## src/rtl/decrypt_sequencer_if.sv

```systemverilog
// Port bundle for decrypt_sequencer: key write port, ciphertext stream, decrypt-stage feed.
// ct stream: a beat transfers on a rising edge where ct_valid & ct_ready; the source holds ct_data stable until then.
interface decrypt_sequencer_if #(
    parameter int CIPHERTEXT_WIDTH = 10,
    parameter int DIMENSION        = 10,
    parameter int AW               = $clog2(DIMENSION + 1)
);
    logic                        key_wr_en;
    logic [AW-1:0]               key_wr_addr;
    logic [CIPHERTEXT_WIDTH-1:0] key_wr_data;
    logic                        key_ready;
    logic                        ct_valid;
    logic [CIPHERTEXT_WIDTH-1:0] ct_data;
    logic                        ct_ready;
    logic [CIPHERTEXT_WIDTH-1:0] secretkey_entry;
    logic [CIPHERTEXT_WIDTH-1:0] ciphertext_entry;
    logic [DIMENSION:0]          row;
    logic                        stream_active;
    logic                        result_valid;
    logic [1:0]                  state_dbg;

    modport master (
        output key_wr_en, key_wr_addr, key_wr_data, ct_valid, ct_data,
        input  key_ready, ct_ready, secretkey_entry, ciphertext_entry, row,
               stream_active, result_valid, state_dbg
    );

    modport slave (
        input  key_wr_en, key_wr_addr, key_wr_data, ct_valid, ct_data,
        output key_ready, ct_ready, secretkey_entry, ciphertext_entry, row,
               stream_active, result_valid, state_dbg
    );
endinterface

```

## src/rtl/decrypt_sequencer.sv

```systemverilog
// Buffers one LWE ciphertext and streams key/ciphertext pairs row by row to the decrypt accumulator.
// Define DECRYPT_SEQ_PINGPONG_EN for two ciphertext buffers (load next while streaming current).
module decrypt_sequencer #(
    parameter int CIPHERTEXT_WIDTH = 10,
    parameter int DIMENSION        = 10,
    parameter int AW               = $clog2(DIMENSION + 1)
) (
    input logic           clk,
    input logic           rst_n,
    decrypt_sequencer_if.slave bus
);
    localparam int            N        = DIMENSION + 1;
    localparam int            ROW_W    = DIMENSION + 1;
    localparam logic [AW-1:0] LAST     = AW'(DIMENSION);
    localparam logic [ROW_W-1:0] ROW_IDLE = ROW_W'(DIMENSION);

    typedef enum logic [1:0] {LOAD = 2'd0, STREAM = 2'd1, DONE = 2'd2} state_e;

    state_e                      state_q, state_d;
    logic [AW-1:0]               cnt_q, cnt_d;
    logic [AW-1:0]               scnt_q, scnt_d;
    logic [CIPHERTEXT_WIDTH-1:0] key_q [N];
    logic [CIPHERTEXT_WIDTH-1:0] key_d [N];
    logic                        ct_ready_c, key_ready_c, ct_fire, load_done;
`ifdef DECRYPT_SEQ_PINGPONG_EN
    logic [CIPHERTEXT_WIDTH-1:0] buf_q [2][N];
    logic [CIPHERTEXT_WIDTH-1:0] buf_d [2][N];
    logic [1:0]                  full_q, full_d;
    logic                        wr_sel_q, wr_sel_d, rd_sel_q, rd_sel_d;
`else
    logic [CIPHERTEXT_WIDTH-1:0] buf_q [N];
    logic [CIPHERTEXT_WIDTH-1:0] buf_d [N];
`endif

    always_comb begin
        state_d   = state_q;
        cnt_d     = cnt_q;
        scnt_d    = scnt_q;
        key_d     = key_q;
        buf_d     = buf_q;
        load_done = 1'b0;
        bus.stream_active    = 1'b0;
        bus.result_valid     = 1'b0;
        bus.secretkey_entry  = '0;
        bus.ciphertext_entry = '0;
        bus.row              = ROW_IDLE;
`ifdef DECRYPT_SEQ_PINGPONG_EN
        full_d      = full_q;
        wr_sel_d    = wr_sel_q;
        rd_sel_d    = rd_sel_q;
        ct_ready_c  = !full_q[wr_sel_q];
        key_ready_c = (state_q == LOAD) && (cnt_q == '0) && (full_q == 2'b00);
`else
        ct_ready_c  = (state_q == LOAD);
        key_ready_c = (state_q == LOAD) && (cnt_q == '0);
`endif
        ct_fire = bus.ct_valid && ct_ready_c;

        if (ct_fire) begin
`ifdef DECRYPT_SEQ_PINGPONG_EN
            buf_d[wr_sel_q][cnt_q] = bus.ct_data;
`else
            buf_d[cnt_q] = bus.ct_data;
`endif
            if (cnt_q == LAST) begin
                cnt_d     = '0;
                load_done = 1'b1;
`ifdef DECRYPT_SEQ_PINGPONG_EN
                full_d[wr_sel_q] = 1'b1;
                wr_sel_d         = !wr_sel_q;
`endif
            end else begin
                cnt_d = cnt_q + 1'b1;
            end
        end

        // Out-of-range addresses have no key entry and are ignored.
        if (bus.key_wr_en && key_ready_c && (bus.key_wr_addr <= LAST)) begin
            key_d[bus.key_wr_addr] = bus.key_wr_data;
        end

        case (state_q)
            LOAD: begin
`ifdef DECRYPT_SEQ_PINGPONG_EN
                if (full_q[rd_sel_q] || (load_done && (wr_sel_q == rd_sel_q))) state_d = STREAM;
`else
                if (load_done) state_d = STREAM;
`endif
            end
            STREAM: begin
                bus.stream_active   = 1'b1;
                bus.row             = ROW_W'(scnt_q);
                bus.secretkey_entry = key_q[scnt_q];
`ifdef DECRYPT_SEQ_PINGPONG_EN
                bus.ciphertext_entry = buf_q[rd_sel_q][scnt_q];
`else
                bus.ciphertext_entry = buf_q[scnt_q];
`endif
                if (scnt_q == LAST) begin
                    scnt_d  = '0;
                    state_d = DONE;
                end else begin
                    scnt_d = scnt_q + 1'b1;
                end
            end
            DONE: begin
                bus.result_valid = 1'b1;
`ifdef DECRYPT_SEQ_PINGPONG_EN
                // The streamed buffer is released; jump straight to the other one if it is ready.
                full_d[rd_sel_q] = 1'b0;
                rd_sel_d         = !rd_sel_q;
                if (full_q[!rd_sel_q] || (load_done && (wr_sel_q != rd_sel_q))) state_d = STREAM;
                else state_d = LOAD;
`else
                state_d = LOAD;
`endif
            end
            default: state_d = LOAD;
        endcase
    end

    assign bus.ct_ready  = ct_ready_c;
    assign bus.key_ready = key_ready_c;
    assign bus.state_dbg = state_q;

    always_ff @(posedge clk) begin
        if (!rst_n) begin
            state_q <= LOAD;
            cnt_q   <= '0;
            scnt_q  <= '0;
            for (int i = 0; i < N; i++) key_q[i] <= '0;
`ifdef DECRYPT_SEQ_PINGPONG_EN
            full_q   <= 2'b00;
            wr_sel_q <= 1'b0;
            rd_sel_q <= 1'b0;
`endif
        end else begin
            state_q <= state_d;
            cnt_q   <= cnt_d;
            scnt_q  <= scnt_d;
            key_q   <= key_d;
`ifdef DECRYPT_SEQ_PINGPONG_EN
            full_q   <= full_d;
            wr_sel_q <= wr_sel_d;
            rd_sel_q <= rd_sel_d;
`endif
        end
    end

    // Buffer contents need no reset: a partial ciphertext is simply overwritten.
    always_ff @(posedge clk) begin
        buf_q <= buf_d;
    end
endmodule

```

## src/flat_wrapper.sv

```systemverilog
// flat-port wrapper written by rule: the top's interface ports become plain ports
module decrypt_sequencer_flat 
#(
    parameter int CIPHERTEXT_WIDTH = 10,
    parameter int DIMENSION        = 10,
    parameter int AW               = $clog2(DIMENSION + 1)
)
  (clk, rst_n, bus_key_wr_en, bus_key_wr_addr, bus_key_wr_data, bus_ct_valid, bus_ct_data, bus_key_ready, bus_ct_ready, bus_secretkey_entry, bus_ciphertext_entry, bus_row, bus_stream_active, bus_result_valid, bus_state_dbg);
  decrypt_sequencer_if #(.CIPHERTEXT_WIDTH(CIPHERTEXT_WIDTH), .DIMENSION(DIMENSION), .AW(AW)) bus_i ();
  input logic clk;
  input logic rst_n;
  input wire logic [$bits(bus_i.key_wr_en)-1:0] bus_key_wr_en;
  input wire logic [$bits(bus_i.key_wr_addr)-1:0] bus_key_wr_addr;
  input wire logic [$bits(bus_i.key_wr_data)-1:0] bus_key_wr_data;
  input wire logic [$bits(bus_i.ct_valid)-1:0] bus_ct_valid;
  input wire logic [$bits(bus_i.ct_data)-1:0] bus_ct_data;
  output wire logic [$bits(bus_i.key_ready)-1:0] bus_key_ready;
  output wire logic [$bits(bus_i.ct_ready)-1:0] bus_ct_ready;
  output wire logic [$bits(bus_i.secretkey_entry)-1:0] bus_secretkey_entry;
  output wire logic [$bits(bus_i.ciphertext_entry)-1:0] bus_ciphertext_entry;
  output wire logic [$bits(bus_i.row)-1:0] bus_row;
  output wire logic [$bits(bus_i.stream_active)-1:0] bus_stream_active;
  output wire logic [$bits(bus_i.result_valid)-1:0] bus_result_valid;
  output wire logic [$bits(bus_i.state_dbg)-1:0] bus_state_dbg;
  assign bus_i.key_wr_en = bus_key_wr_en;
  assign bus_i.key_wr_addr = bus_key_wr_addr;
  assign bus_i.key_wr_data = bus_key_wr_data;
  assign bus_i.ct_valid = bus_ct_valid;
  assign bus_i.ct_data = bus_ct_data;
  assign bus_key_ready = bus_i.key_ready;
  assign bus_ct_ready = bus_i.ct_ready;
  assign bus_secretkey_entry = bus_i.secretkey_entry;
  assign bus_ciphertext_entry = bus_i.ciphertext_entry;
  assign bus_row = bus_i.row;
  assign bus_stream_active = bus_i.stream_active;
  assign bus_result_valid = bus_i.result_valid;
  assign bus_state_dbg = bus_i.state_dbg;
  decrypt_sequencer #(.CIPHERTEXT_WIDTH(CIPHERTEXT_WIDTH), .DIMENSION(DIMENSION), .AW(AW)) u_core (.clk(clk), .rst_n(rst_n), .bus(bus_i));
endmodule
```

## config.mk

```make
export PLATFORM = sky130hd
export DESIGN_NAME = decrypt_sequencer_flat
export DESIGN_NICKNAME = d
export VERILOG_FILES = /design/src/rtl/decrypt_sequencer_if.sv /design/src/rtl/decrypt_sequencer.sv /design/src/flat_wrapper.sv
export SDC_FILE = /design/constraint.sdc
export NUM_CORES = 1
export LEC_CHECK = 0
export BUFFER_PORTS_ARGS = -buffer_cell sky130_fd_sc_hd__buf_2
export CELL_PAD_IN_SITES_DETAIL_PLACEMENT = 0
export CELL_PAD_IN_SITES_GLOBAL_PLACEMENT = 2
export CORE_MARGIN = 1
export CORE_UTILIZATION = 41
export CTS_BUF_LIST = sky130_fd_sc_hd__clkbuf_8
export CTS_CLUSTER_SIZE = 14
export DETAILED_ROUTE_END_ITERATION = 8
export PLACE_DENSITY_LB_ADDON = 0.08
export SLEW_MARGIN = 20
export SYNTH_ARGS = -nofsm -noshare
export SYNTH_HDL_FRONTEND = slang
export SYNTH_SLANG_ARGS = --single-unit
export TNS_END_PERCENT = 20
```

## constraint.sdc

```tcl
create_clock -name clk -period 3.24 [get_ports clk]
set_clock_uncertainty 0.2 [all_clocks]
set_input_delay 0.324 -clock clk [delete_from_list [all_inputs] [get_ports clk]]
set_output_delay 0.324 -clock clk [all_outputs]
set_load 0.03 [all_outputs]
```

==> results.sh, run 1 <==
export IMPL_max_freq_mhz=332
export IMPL_cts_made_buffers=40
export IMPL_cts_root_buf="clkbuf_8"
export IMPL_max_slew_margin_rel=0.448
export IMPL_r2r_start="u_core.bus.state_dbg[0]"
export IMPL_grt_pass1_wl_um=35400
export IMPL_ys_seq_elements=230
export IMPL_reg2reg_depth=6
export IMPL_clkSlewWorstSetupHoldPaths_ns=0.06
export IMPL_rows=54
export IMPL_critPathMaxFanout=18
export IMPL_place_gp_congestion=0.735
export IMPL_fin_crit_sh=0.929
export IMPL_synth_area_sq_um=9340
export IMPL_fin_nets=852
export IMPL_wl_um=22800
export IMPL_die_height_um=153
export IMPL_die_x_um=153
export IMPL_routed_via_density=5.47
export IMPL_status="finished clean"
export IMPL_r2r_slack_ns=1.28
export IMPL_max_cap_violations=0
export IMPL_initial_core_util=0.423
export IMPL_ys_seq_area_frac=0.611
export IMPL_yosysWarnings=0
export IMPL_power_density_nw_per_um2=529
export IMPL_layout_common_cells="118 x dfxtp_1, 110 x o21ai_1, 110 x edfxtp_1"
export IMPL_io_buffers=57
export IMPL_cp_required_ns=2.72
export IMPL_pin_count=65
export IMPL_cp_start_kind="flop"
export IMPL_hp_class="input port to flop"
export IMPL_worstSetupEndpointType="output port"
export IMPL_vias=6197
export IMPL_drive_gt1_frac=0.246
export IMPL_antenna_found_initial=0
export IMPL_grt_ovfl_total=0
export IMPL_cp_startpoint="u_core.scnt_q[0]"
export IMPL_grt_pass1_vias=6221
export IMPL_final_common_cell="dfxtp_1"
export IMPL_finalHoldViolCount=0
export IMPL_cts_num_sinks=230
export IMPL_die_area_sq_um=23400
export IMPL_final_setup_viol_count=0
export IMPL_slew_violations=0
export IMPL_fin_crit_ns=3.01
export IMPL_cts_buffer_depth=3
export IMPL_arrival_ns=2.49
export IMPL_syn_inst=749
export IMPL_core_area_sq_um=22100
export IMPL_grt_total_usage=0.199
export IMPL_path_class="flop to output port"
export IMPL_yosysUniqueCellTypes=43
export IMPL_reg2reg_to="u_core.key_q[3]"
export IMPL_drc_errors=0
export IMPL_endpoint="bus_ciphertext_entry[1]"
export IMPL_synth_avg_cell_area_sq_um=12.5
export IMPL_syn_to_final_growth_pct=15.3
export IMPL_ys_flop_type="dfxtp_1"
export IMPL_wl_per_cell_um=20.1
export IMPL_min_path_cells=3
export IMPL_whs_ns=0.130
export IMPL_p_clk_frac=0.422
export IMPL_synth_edff_count=110
export IMPL_cts_tree="yes"
export IMPL_h_tree_depth=2
export IMPL_leakage_nw=3.88
export IMPL_antennaDiodeCount=0
export IMPL_combPwrFrac=0.036
export IMPL_clk_latency_ns=0.53
export IMPL_p_seq_frac=0.542
export IMPL_initialDrtViolationCount=464
export IMPL_dp_hpwl_um=14000
export IMPL_swShare=0.230
export IMPL_worst_pin_slew_ns=0.828
export IMPL_grt_start_max_net_pins=80
export IMPL_hold_start="bus_key_wr_data[5]"
export IMPL_drt_pass1_iterations=5
export IMPL_drtAntennaViolNets=0
export IMPL_p_int_w=0.00439
export IMPL_ys_async_sr_fraction=0
export IMPL_timing_setup_tns_ns=0
export IMPL_power_switching_w=0.00131
export IMPL_vdd_ir_drop_max_mv=0.328
export IMPL_rsz0062_at_grt="false"
[Yosys cell counts, types with 13 or more instances]
| cell | n | area (sq um) |
|---|---|---|
| buf_2 | 17 | 85.1 |
| mux2i_1 | 20 | 200 |
| inv_1 | 23 | 86.3 |
| clkbuf_1 | 42 | 158 |
| nand2_1 | 37 | 139 |
| mux4_2 | 38 | 856 |
| a222oi_1 | 20 | 200 |
| o21ai_1 | 110 | 551 |
| mux2_2 | 19 | 214 |
| dfxtp_1 | 120 | 2400 |
| edfxtp_1 | 110 | 3300 |
| nand3_1 | 94 | 470 |
| nor2_1 | 13 | 48.8 |
[metrics by stage]
stage | util | area (sq um) | cells | worst slack [ns] | power [W]
floorplan | - | 9370 | 755 | 0.439 | 0.00327
global placement | 0.449 | 9930 | 1050 | 0.638 | 0.00334
detailed placement | 0.449 | 9930 | 1050 | 0.612 | 0.00335
CTS | 0.487 | 10800 | 1131 | 0.0322 | 0.00578
global route | 0.488 | 10800 | 1132 | 0.0576 | 0.00592
finish | 0.488 | 10800 | 1132 | 0.231 | 0.00570
[timing repair]
action	in CTS	in global routing
buffers inserted	0	1
hold endpoints to repair	111	0
hold buffers	11	0
resized for setup	0	1
endpoints found under the setup margin	0	7
[metal layers]
layer	global-route usage	part of all wire	wire length (um)	vias up
met1	0.237	0.41	9410	3013
li1	-	-	-	2980
met4	0.0649	0.020	462	0
met5	0	0	0	-
met3	0.0315	0.044	1000	35
met2	0.365	0.52	11900	169
[worst min-delay path by stage]
stage	to	slack [ns]
after global placement	u_core.key_q[18]	0.24
after floorplan	u_core.buf_q[0]	0.22
after CTS	u_core.key_q[60]	0.12
final	u_core.key_q[85]	0.13
after detailed placement	u_core.key_q[88]	0.25
after global routing	u_core.key_q[2]	0.15
[sequential cells by signal, indices dropped and copies added (netlist names)]
name	flops
u_core.buf_q	110
u_core.bus.state_dbg	2
u_core.cnt_q	4
u_core.scnt_q	4
u_core.key_q	110
[cells by family after synthesis]
| group | share of synthesized area |
|---|---|
| AND/OR/NAND/NOR | 0.105 |
| AO/OA/AOI/OAI | 0.0868 |
| other | 0.000401 |
| buffers and inverters | 0.0517 |
| multiplexers | 0.143 |
| flip-flops | 0.611 |
| XOR/XNOR | 0.00281 |
[critical path, cell delays in order (launching register included)]
cell      delay, ns
dfxtp_4        0.52
buf_12         0.22
mux4_2         0.52
a222oi_1       0.32
o21ai_1        0.15
buf_2          0.21
[area by class of cell]
cell class | count | area [sq um]
fillers | 1997 | 11300
well taps | 280 | 350
multi-input cells | 423 | 3200
inverters | 24 | 90.1
clock buffers | 44 | 606
clock inverters | 26 | 115
flip-flops and latches | 230 | 5710
repair buffers | 105 | 704
[power by group through the flow]
stage          logic [W]  clock network [W]  registers [W]
2_1_floorplan   0.000124                  0        0.00315
3_3_place_gp    0.000189                  0        0.00315
3_5_place_dp    0.000196                  0        0.00315
4_1_cts         0.000206            0.00248        0.00309
5_1_grt         0.000222            0.00261        0.00309
6_report        0.000203            0.00241        0.00309
Power figures use the tool's default switching activity.
==> inputs of run 2 (changes only) <==
--- a/config.mk
+++ b/config.mk
@@ -5,9 +5,11 @@
 export SDC_FILE = /design/constraint.sdc
 export NUM_CORES = 1
 export LEC_CHECK = 0
+export ABC_AREA = 1
 export BUFFER_PORTS_ARGS = -buffer_cell sky130_fd_sc_hd__buf_2
 export CELL_PAD_IN_SITES_DETAIL_PLACEMENT = 0
 export CELL_PAD_IN_SITES_GLOBAL_PLACEMENT = 2
+export CORE_ASPECT_RATIO = 1.1
 export CORE_MARGIN = 1
 export CORE_UTILIZATION = 41
 export CTS_BUF_LIST = sky130_fd_sc_hd__clkbuf_8
==> results.sh, run 2 <==
export IMPL_synthMuxAreaShare=0.00288
export IMPL_cts_tree="yes"
export IMPL_hp_class="input port to flop"
export IMPL_yosysUniqueCellTypes=33
export IMPL_rsz0062_at_grt="true"
export IMPL_max_cap_violations=0
export IMPL_fin_util=0.487
export IMPL_path_class="flop to output port"
export IMPL_cts_made_buffers=40
export IMPL_drive_gt1_frac=0.123
export IMPL_cp_start_kind="flop"
export IMPL_dp_hpwl_um=21800
export IMPL_synthDominantCellAreaShare=0.317
export IMPL_status="finished clean"
export IMPL_grt_start_max_net_pins=55
export IMPL_io_buffers=57
export IMPL_grt_pass1_vias=8520
export IMPL_power_density_nw_per_um2=499
export IMPL_reg_largest_list="u_core.buf_q: 110 flops, u_core.key_q: 110 flops"
export IMPL_fin_crit_ns=3.14
export IMPL_cts_buffer_depth=3
export IMPL_final_cells=1731
export IMPL_yosys_area_top_type="edfxtp_1"
export IMPL_grt_total_usage=0.261
export IMPL_cts_num_sinks=230
export IMPL_drc_errors=0
export IMPL_synth_avg_cell_area_sq_um=7.98
export IMPL_ys_flop_type="dfxtp_1"
export IMPL_syn_to_final_growth_pct=15.4
export IMPL_initialDrtViolationCount=704
export IMPL_ys_async_sr_fraction=0
export IMPL_routed_via_density=5.10
export IMPL_fill_cells=2526
export IMPL_initial_core_util=0.422
export IMPL_pin_count=65
export IMPL_drtAntennaViolNets=0
export IMPL_worstSetupEndpointType="output port"
export IMPL_place_gp_congestion=0.793
export IMPL_wl_per_cell_um=19.2
export IMPL_arrival_ns=2.62
export IMPL_synth_xor_area_frac=0
export IMPL_fin_crit_sh=0.970
export IMPL_final_common_cell="nand2_1"
export IMPL_max_freq_mhz=318
export IMPL_synthSimpleGateAreaFrac=0.301
export IMPL_slew_violations=0
export IMPL_syn_inst=1306
export IMPL_wl_um=33200
export IMPL_power_w=0.00600
export IMPL_die_x_um=154
export IMPL_die_area_sq_um=26100
export IMPL_drt_pass1_iterations=5
export IMPL_h_tree_depth=2
export IMPL_fin_nets=1418
export IMPL_finalHoldViolCount=0
export IMPL_synth_compound_area_frac=0.0579
export IMPL_clk_latency_ns=0.55
export IMPL_vias=8822
export IMPL_final_setup_viol_count=0
export IMPL_cp_required_ns=2.72
export IMPL_yosys_top_cells_count="288 x nand2_1, 281 x nor2_1, 139 x inv_1"
export IMPL_clkSlewWorstSetupHoldPaths_ns=0.06
export IMPL_dpl_cell_count=1637
export IMPL_critPathMaxFanout=54
export IMPL_cts_root_buf="clkbuf_8"
export IMPL_rows=60
export IMPL_yosysWarnings=0
export IMPL_synth_area_sq_um=10400
export IMPL_vdd_ir_drop_max_mv=0.307
export IMPL_antennaDiodeCount=0
export IMPL_leakage_nw=4.92
export IMPL_ys_seq_elements=230
export IMPL_worst_pin_slew_ns=0.577
export IMPL_synth_most_common_cell="nand2_1"
export IMPL_synth_area_leaders="edfxtp_1 32%, dfxtp_1 23%, nand2_1 10%, nor2_1 10%, inv_1 5.0%"
export IMPL_synth_edff_count=110
export IMPL_synth_fa_ha_area_frac=0
export IMPL_layout_common_cells="288 x nand2_1, 280 x nor2_1, 159 x inv_1"
export IMPL_max_slew_margin_rel=0.615
export IMPL_synth_top_family_by_area="simple AND/OR/NAND/NOR gates"
export IMPL_ys_seq_area_frac=0.548
export IMPL_grt_ovfl_total=0
export IMPL_grt_pass1_wl_um=50900
export IMPL_die_height_um=169
export IMPL_core_area_sq_um=24700
export IMPL_antenna_found_initial=0
-- run 2: cell types whose count changed after synthesis, moves of 9 or more --
| cell | previous run | this run |
|---|---|---|
| a21oi_1 | 3 | 28 |
| a222oi_1 | 20 | 0 |
| clkbuf_1 | 42 | 33 |
| inv_1 | 23 | 139 |
| mux2_2 | 19 | 0 |
| mux2i_1 | 20 | 3 |
| mux4_2 | 38 | 0 |
| nand2_1 | 37 | 288 |
| nand3_1 | 94 | 47 |
| nand4_1 | 9 | 80 |
| nor2_1 | 13 | 281 |
| o21ai_0 | 2 | 49 |
| o21ai_1 | 110 | 29 |
-- run 2: stage by stage --
| step | instance area [sq um] | worst slack (ns) | setup TNS (ns) | hold WS, ns |
|---|---|---|---|---|
| floorplan | 10400 | 0.705 | 0 | 0.223 |
| global placement | 11000 | 0.535 | 0 | 0.248 |
| detailed placement | 11000 | 0.533 | 0 | 0.256 |
| CTS | 12000 | -0.0512 | -0.0512 | 0.00213 |
| global route | 12000 | -0.0550 | -0.0708 | 0.00632 |
| finish | 12000 | 0.0959 | 0 | 0.0199 |
-- run 2: final timing paths --
kind                      startpoint                 endpoint  slack, ns  depth (start not counted)
setup / recovery    u_core.scnt_q[0]  bus_ciphertext_entry[9]        0.1                          8
hold / removal    bus_key_wr_data[1]          u_core.key_q[1]       0.02                          3
setup reg to reg     u_core.cnt_q[1]         u_core.key_q[35]       0.88                          8
hold reg to reg      u_core.key_q[3]          u_core.key_q[3]       0.27                          2
-- run 2: kinds of logic after synthesis --
| kind of cell | after synthesis |
|---|---|
| DFF | 230 |
| buffers and inverters | 225 |
| and+or+nand+nor | 731 |
| AOI/OAI and AO/OA | 116 |
| other | 1 |
| muxes | 3 |
-- run 2: layout make-up --
cell class | count | area (sq um) | share of cell area
tap | 310 | 388 | 0.0323
sequential | 230 | 5710 | 0.475
timing repair buffer | 111 | 805 | 0.0669
inverter | 150 | 567 | 0.0471
clock inverter | 29 | 148 | 0.0123
multi-input combinational | 857 | 3800 | 0.316
clock buffer | 44 | 606 | 0.0504
-- run 2: routing by layer --
layer,share of wire,GRT usage
met1,0.48,0.385
met2,0.44,0.404
met3,0.061,0.0342
met4,0.017,0.0665
met5,0,0
-- run 2: critical path: stages, from the launching register on --
cell     delay [ns]
dfxtp_2        0.61
buf_6          0.46
nor2_1         0.12
nor2_1         0.27
nand2_1        0.12
nand4_1        0.08
nand3_1        0.08
nand2_1        0.11
buf_2          0.20
-- run 2: power by group --
group | switching (W) | internal, W
Sequential | 0.0000198 | 0.00309
Clock | 0.00121 | 0.00133
Combinational | 0.000260 | 0.0000987
Total | 0.00149 | 0.00452
-- run 2: repair_timing --
item / CTS / global route
buffers inserted: 0 / 2
gates resized for setup: 1 / 2
hold buffers: 19 / 0
endpoints found under the hold margin: 145 / 0
endpoints found under the setup margin: 6 / 19
pin swaps: 0 / 1
